[src/rtl/fetch_pkg.sv]
// Shared fetch-stage types and constants.
package fetch_pkg;

  localparam int unsigned XLEN = 32;
  localparam logic [XLEN-1:0] DEFAULT_RESET_PC = 32'h0000_0000;

  typedef enum logic [0:0] {
    RUN   = 1'b0,
    DRAIN = 1'b1
  } fetch_state_e;

  typedef struct packed {
    logic [XLEN-1:0] pc;
    logic [XLEN-1:0] inst;
  } fetch_entry_t;

  localparam int unsigned ENTRY_W = $bits(fetch_entry_t);

endpackage

[src/rtl/fetch_queue.sv]
// Small synchronous FIFO with flush; push is accepted when full only alongside a pop.
module fetch_queue #(
  parameter  int unsigned WIDTH = 64,
  parameter  int unsigned DEPTH = 2,
  localparam int unsigned CNT_W = $clog2(DEPTH + 1)
) (
  input  logic             clk,
  input  logic             rst,
  input  logic             flush,
  input  logic             push,
  input  logic [WIDTH-1:0] push_data,
  input  logic             pop,
  output logic [WIDTH-1:0] pop_data,
  output logic [CNT_W-1:0] count,
  output logic             empty,
  output logic             full
);

  localparam int unsigned PTR_W = (DEPTH > 1) ? $clog2(DEPTH) : 1;

  logic [WIDTH-1:0] mem [DEPTH];
  logic [PTR_W-1:0] wr_ptr;
  logic [PTR_W-1:0] rd_ptr;
  logic [CNT_W-1:0] cnt;
  logic             do_push;
  logic             do_pop;

  function automatic logic [PTR_W-1:0] ptr_inc(input logic [PTR_W-1:0] p);
    return (p == PTR_W'(DEPTH - 1)) ? '0 : p + PTR_W'(1);
  endfunction

  assign empty   = (cnt == '0);
  assign full    = (cnt == CNT_W'(DEPTH));
  assign do_pop  = pop && !empty;
  assign do_push = push && (!full || do_pop);

  always_ff @(posedge clk) begin
    if (rst || flush) begin
      wr_ptr <= '0;
      rd_ptr <= '0;
      cnt    <= '0;
    end else begin
      if (do_push) wr_ptr <= ptr_inc(wr_ptr);
      if (do_pop)  rd_ptr <= ptr_inc(rd_ptr);
      cnt <= cnt + CNT_W'(do_push) - CNT_W'(do_pop);
    end
  end

  // Storage carries no reset; validity is tracked by cnt alone.
  always_ff @(posedge clk) begin
    if (do_push) mem[wr_ptr] <= push_data;
  end

  assign pop_data = mem[rd_ptr];
  assign count    = cnt;

endmodule

[src/rtl/fetch_unit.sv]
// Instruction fetch: credit-limited requests to imem, in-order response queue to decode,
// redirect flush with draining of responses that belong to the abandoned path.
module fetch_unit
  import fetch_pkg::*;
#(
  parameter logic [XLEN-1:0] RESET_PC = DEFAULT_RESET_PC,
  parameter int unsigned     FQ_DEPTH = 2
) (
  input  logic            clk,
  input  logic            rst,
  output logic            imem_req_valid,
  input  logic            imem_req_ready,
  output logic [XLEN-1:0] imem_req_addr,
  input  logic            imem_resp_valid,
  input  logic [XLEN-1:0] imem_resp_data,
  input  logic            redirect_valid,
  input  logic [XLEN-1:0] redirect_pc,
  output logic            dec_valid,
  input  logic            dec_ready,
  output logic [XLEN-1:0] dec_pc,
  output logic [XLEN-1:0] dec_inst
);

  localparam int unsigned CNT_W = $clog2(FQ_DEPTH + 1);
  localparam int unsigned SUM_W = ((CNT_W > 2) ? CNT_W : 2) + 1;

  fetch_state_e    state_q, state_d;
  logic [1:0]      outstanding_q;
  logic [1:0]      drop_cnt_q, drop_cnt_d;
  logic [XLEN-1:0] pc_q;

  logic            credit_ok;
  logic            req_fire;
  logic            resp_fire;
  logic            fq_push;
  logic            fq_pop;
  logic            pcq_pop;
  fetch_entry_t    fq_in;
  fetch_entry_t    fq_head;
  logic [CNT_W-1:0] fq_count;
  logic            fq_empty;
  logic            fq_full;
  logic [XLEN-1:0] resp_pc;
  logic [CNT_W-1:0] pcq_count;
  logic            pcq_empty;
  logic            pcq_full;
  logic            status_unused;

  assign credit_ok = (SUM_W'(outstanding_q) + SUM_W'(fq_count)) < SUM_W'(FQ_DEPTH);

  assign imem_req_valid = !rst && (state_q == RUN) && credit_ok && !redirect_valid;
  assign imem_req_addr  = pc_q;
  assign req_fire       = imem_req_valid && imem_req_ready;
  assign resp_fire      = imem_resp_valid;

  // Only on-path responses enter the queue; the PC FIFO pairs each one with its address.
  assign fq_push = resp_fire && (state_q == RUN) && !redirect_valid;
  assign pcq_pop = resp_fire && (state_q == RUN) && !pcq_empty;
  assign fq_in   = '{pc: resp_pc, inst: imem_resp_data};

  assign dec_valid = !rst && !fq_empty;
  assign fq_pop    = dec_valid && dec_ready;
  assign dec_pc    = fq_head.pc;
  assign dec_inst  = fq_head.inst;

  assign status_unused = ^{pcq_count, pcq_full, fq_full};

  fetch_queue #(
    .WIDTH (ENTRY_W),
    .DEPTH (FQ_DEPTH)
  ) u_inst_queue (
    .clk       (clk),
    .rst       (rst),
    .flush     (redirect_valid),
    .push      (fq_push),
    .push_data (fq_in),
    .pop       (fq_pop),
    .pop_data  (fq_head),
    .count     (fq_count),
    .empty     (fq_empty),
    .full      (fq_full)
  );

  fetch_queue #(
    .WIDTH (XLEN),
    .DEPTH (FQ_DEPTH)
  ) u_pc_queue (
    .clk       (clk),
    .rst       (rst),
    .flush     (redirect_valid),
    .push      (req_fire),
    .push_data (pc_q),
    .pop       (pcq_pop),
    .pop_data  (resp_pc),
    .count     (pcq_count),
    .empty     (pcq_empty),
    .full      (pcq_full)
  );

  always_ff @(posedge clk) begin
    if (rst) begin
      state_q    <= RUN;
      drop_cnt_q <= 2'd0;
    end else begin
      state_q    <= state_d;
      drop_cnt_q <= drop_cnt_d;
    end
  end

  // Redirect outranks draining; a response landing in the redirect cycle is already gone.
  always_comb begin
    state_d    = state_q;
    drop_cnt_d = drop_cnt_q;
    if (redirect_valid) begin
      drop_cnt_d = (resp_fire && (outstanding_q != 2'd0)) ? outstanding_q - 2'd1 : outstanding_q;
      state_d    = (drop_cnt_d != 2'd0) ? DRAIN : RUN;
    end else begin
      case (state_q)
        DRAIN: begin
          if (drop_cnt_q == 2'd0) begin
            state_d = RUN;
          end else if (resp_fire) begin
            drop_cnt_d = drop_cnt_q - 2'd1;
            if (drop_cnt_q == 2'd1) state_d = RUN;
          end
        end
        default: ;
      endcase
    end
  end

  always_ff @(posedge clk) begin
    if (rst) begin
      pc_q          <= RESET_PC;
      outstanding_q <= 2'd0;
    end else begin
      if (redirect_valid) begin
        pc_q <= {redirect_pc[XLEN-1:2], 2'b00};
      end else if (req_fire) begin
        pc_q <= pc_q + XLEN'(4);
      end
      case ({req_fire, resp_fire})
        2'b10:   outstanding_q <= outstanding_q + 2'd1;
        2'b01:   if (outstanding_q != 2'd0) outstanding_q <= outstanding_q - 2'd1;
        default: ;
      endcase
    end
  end

endmodule
[config.mk]
export PLATFORM = sky130hd
export DESIGN_NAME = fetch_unit
export DESIGN_NICKNAME = d
export VERILOG_FILES = /design/src/rtl/fetch_pkg.sv /design/src/rtl/fetch_queue.sv /design/src/rtl/fetch_unit.sv
export SDC_FILE = /design/constraint.sdc
export NUM_CORES = 1
export LEC_CHECK = 0
export BUFFER_PORTS_ARGS = -buffer_cell sky130_fd_sc_hd__buf_2
export CAP_MARGIN = 25
export CORE_MARGIN = 5
export CORE_UTILIZATION = 35
export DETAILED_ROUTE_END_ITERATION = 10
export PLACE_DENSITY_LB_ADDON = 0.05
export SLEW_MARGIN = 20
export SYNTH_ARGS = -nofsm -noshare
export SYNTH_HDL_FRONTEND = slang
export SYNTH_SLANG_ARGS = --single-unit
export TNS_END_PERCENT = 100
[constraint.sdc]
create_clock -name clk -period 8.1 [get_ports clk]
set_input_delay 0.405 -clock clk [delete_from_list [all_inputs] [get_ports clk]]
set_output_delay 0.405 -clock clk [all_outputs]
set_load 0.02 [all_outputs]
==> impl_metrics.json <==
{
  "die_width_um": 172.3,
  "synth-simple-area-share": 0.07950,
  "synth_cell_types": 46,
  "start_util": 0.3549,
  "ys_warn_count": 0,
  "leakagePower_nw": 4.081,
  "worstSetupEndpointType": "flip-flop",
  "die_h_um": 172.3,
  "finalHoldViolations": 0,
  "row_count": 59,
  "synth_area_leaders": "edfxtp_1 60%, mux2_2 12%, dfxtp_1 9.8%",
  "fin_nets": 865,
  "drc": 0,
  "h-tree-depth": 1,
  "hpwl_um": 13370,
  "first_iter_violations": 275,
  "place_inst": 1092,
  "io-pin-count": 168,
  "critPathMaxFanout": 20,
  "grt_max_degree": 63,
  "cp.required_ps": 8300,
  "holdCritStartpoint": "imem_resp_data[1]",
  "synth-compound-area-share": 0.04599,
  "ys_async_sr_fraction": 0,
  "synth_edf_count": 184,
  "placed_area_um2": 10380,
  "insertion_delay_ps": 510,
  "postSynthAreaPerCell_um2": 14.88,
  "synth_top_family_by_area": "multiplexers",
  "die-area_um2": 29700,
  "period_minus_slack_ps": 3088,
  "setup-violations-final": 0,
  "gr-total-overflow": 0,
  "drtPass1Iterations": 4,
  "wl_um": 21170,
  "cts_resized": 0,
  "synthXorXnorAreaFrac": 0.02184,
  "r2r_cells": 8,
  "syn-instance-count": 620,
  "ir_worst_vdd_mv": 0.1138,
  "core_um2": 25980,
  "maxCapViolCount": 0,
  "gp_congestion": 0.7353,
  "synth_top_area_cell": "edfxtp_1",
  "viasPerCell": 4.866,
  "cp_slowest_stage_delay_ps": 530,
  "crit_path_start": "outstanding_q[0]",
  "synthAdderAreaFrac": 0.01302,
  "cts_buffer_depth": 3,
  "syn_area_um2": 9223,
  "synthTopCellsByCount": "184 x edfxtp_1, 95 x mux2_2, 47 x nor2_1",
  "synth_top_area_share": 0.5991,
  "clock-root-buffer": "clkbuf_16",
  "finalInstanceArea_um2": 11290,
  "antenna_found_initial": 0,
  "cts_tree": "yes",
  "numCtsBuffers": 25,
  "cpMaxStageDelayCell": "or4_4",
  "setup_tns_ps": 0,
  "rsz0062_at_grt": "false",
  "finClkSkew_ps": 13.42,
  "port_buffers": 161,
  "p_per_area_nw_per_um2": 243.2,
  "filler_cell_count": 2398,
  "cp-start-kind": "flip-flop",
  "synth_most_common_cell": "edfxtp_1",
  "slew_violations": 0,
  "critPathArrivalTime_ps": 3290,
  "crit_buf_inv": 2,
  "hp-class": "input port to flip-flop",
  "hold_path_depth": 1,
  "r2r_start": "outstanding_q[0]",
  "fmax_mhz": 323.9,
  "crit_type": "flip-flop to flip-flop",
  "hold_buffers": 0,
  "grt_pass1_wl_um": 32580,
  "synth_ff_type": "edfxtp_1",
  "layout_setup_ws_ps": 5012,
  "r2r_setup_slack_ps": 5010,
  "yosysSeqAreaShare": 0.6968,
  "path_delay_family": "simple AND/OR/NAND/NOR gates",
  "slew_headroom": 0.3461,
  "worstMarginPinSlew_ps": 974.9,
  "fin_crit_sh": 0.3812,
  "status": "completed",
  "drive_above_1_share": 0.3930,
  "wl_per_cell_um": 18.58,
  "ys_ff_latch": 229,
  "timing.hold.ws_ps": 84.14,
  "r2r-end": "u_pc_queue.mem[0][11]",
  "whs_endpoint": "u_inst_queue.mem[1][1]",
  "grt.total_usage": 0.1405,
  "post_cts_buffers": 0,
  "cts.sinks": 229,
  "ant_nets": 0,
  "synthMuxAreaShare": 0.1182,
  "antenna_cells": 0,
  "syn_to_final_growth_pct": 22.43,
  "place_ws_ps": 4534,
  "final-instance-count-excl-fill": 1139,
  "clk_pin_slew_ps": 60,
  "crit_chain": "inv_1 > nor2_1 > fa_1 > or4_4 > or3_1 > a31o_2 > nor2_4 > buf_16",
  "vias": 5542,
  "grt_pass1_vias": 5681
}
==> per-stage QoR <==
step / util / power [mW]
floorplan: - / 1.509
global placement: 0.3993 / 1.587
detailed placement: 0.3995 / 1.594
CTS: 0.4327 / 2.787
global route: 0.4345 / 2.866
finish: 0.4345 / 2.746
==> worst max-delay path by stage <==
stage                               to  slack, ps  cells past startpoint
5_1_grt              imem_req_addr[12]       4800                      9
3_5_place_dp   u_inst_queue.mem[0][60]       4530                      5
2_1_floorplan   u_inst_queue.mem[0][0]       3810                      3
3_3_place_gp   u_inst_queue.mem[0][61]       4610                      5
6_report         u_pc_queue.mem[0][11]       5010                      8
4_1_cts          u_pc_queue.mem[0][11]       4700                      7
==> cell families after synthesis <==
group / count (synthesis)
DFF: 229
adders and majority gates: 9
and+or+nand+nor: 145
xor gates and xnor gates: 23
other: 1
buffers and inverters: 50
muxes: 97
AOI/OAI and AO/OA: 66
==> layout make-up <==
cell class / count / area [um^2] / share of cell area
Sequential cell: 229 / 6430 / 0.5695
Inverter: 17 / 63.81 / 0.005652
Clock inverter: 17 / 205.2 / 0.01817
Multi-Input combinational cell: 344 / 2620 / 0.2320
Timing Repair Buffer: 169 / 895.9 / 0.07934
Tap cell: 335 / 419.2 / 0.03712
Clock buffer: 28 / 656.9 / 0.05818
==> state kept, by name, indices dropped and copies added (netlist names), 2 cells and up, named ones only <==
name,cells
drop_cnt_q,2
outstanding_q,2
u_inst_queue.count,2
imem_req_addr,30
u_pc_queue.count,2
u_pc_queue.mem,60
u_inst_queue.mem,124
==> where the power goes <==
| group | internal (mW) | switching (mW) |
|---|---|---|
| sequential | 1.32 | 0.0314 |
| combinational | 0.0833 | 0.133 |
| clock | 0.738 | 0.441 |
==> routing by layer <==
| metal | GRT usage | vias up | routed length (um) |
|---|---|---|---|
| met1 | 0.1832 | 2684 | 9133 |
| li1 | - | 2669 | - |
| met5 | 0 | - | 0 |
| met2 | 0.2467 | 166 | 10460 |
| met4 | 0.03042 | 0 | 296 |
| met3 | 0.02446 | 23 | 1275 |
==> cells in the final DEF (no fill, tap or decap), drive strengths merged, types with 14 or more instances in the layout <==
master,instances
nand2,24
inv,16
nand3,16
mux2,95
dfxtp,45
buf,169
nor2,47
a31oi,16
clkbuf,28
edfxtp,184
nand4,14
Note: power is estimated with default switching activity, not from simulation.
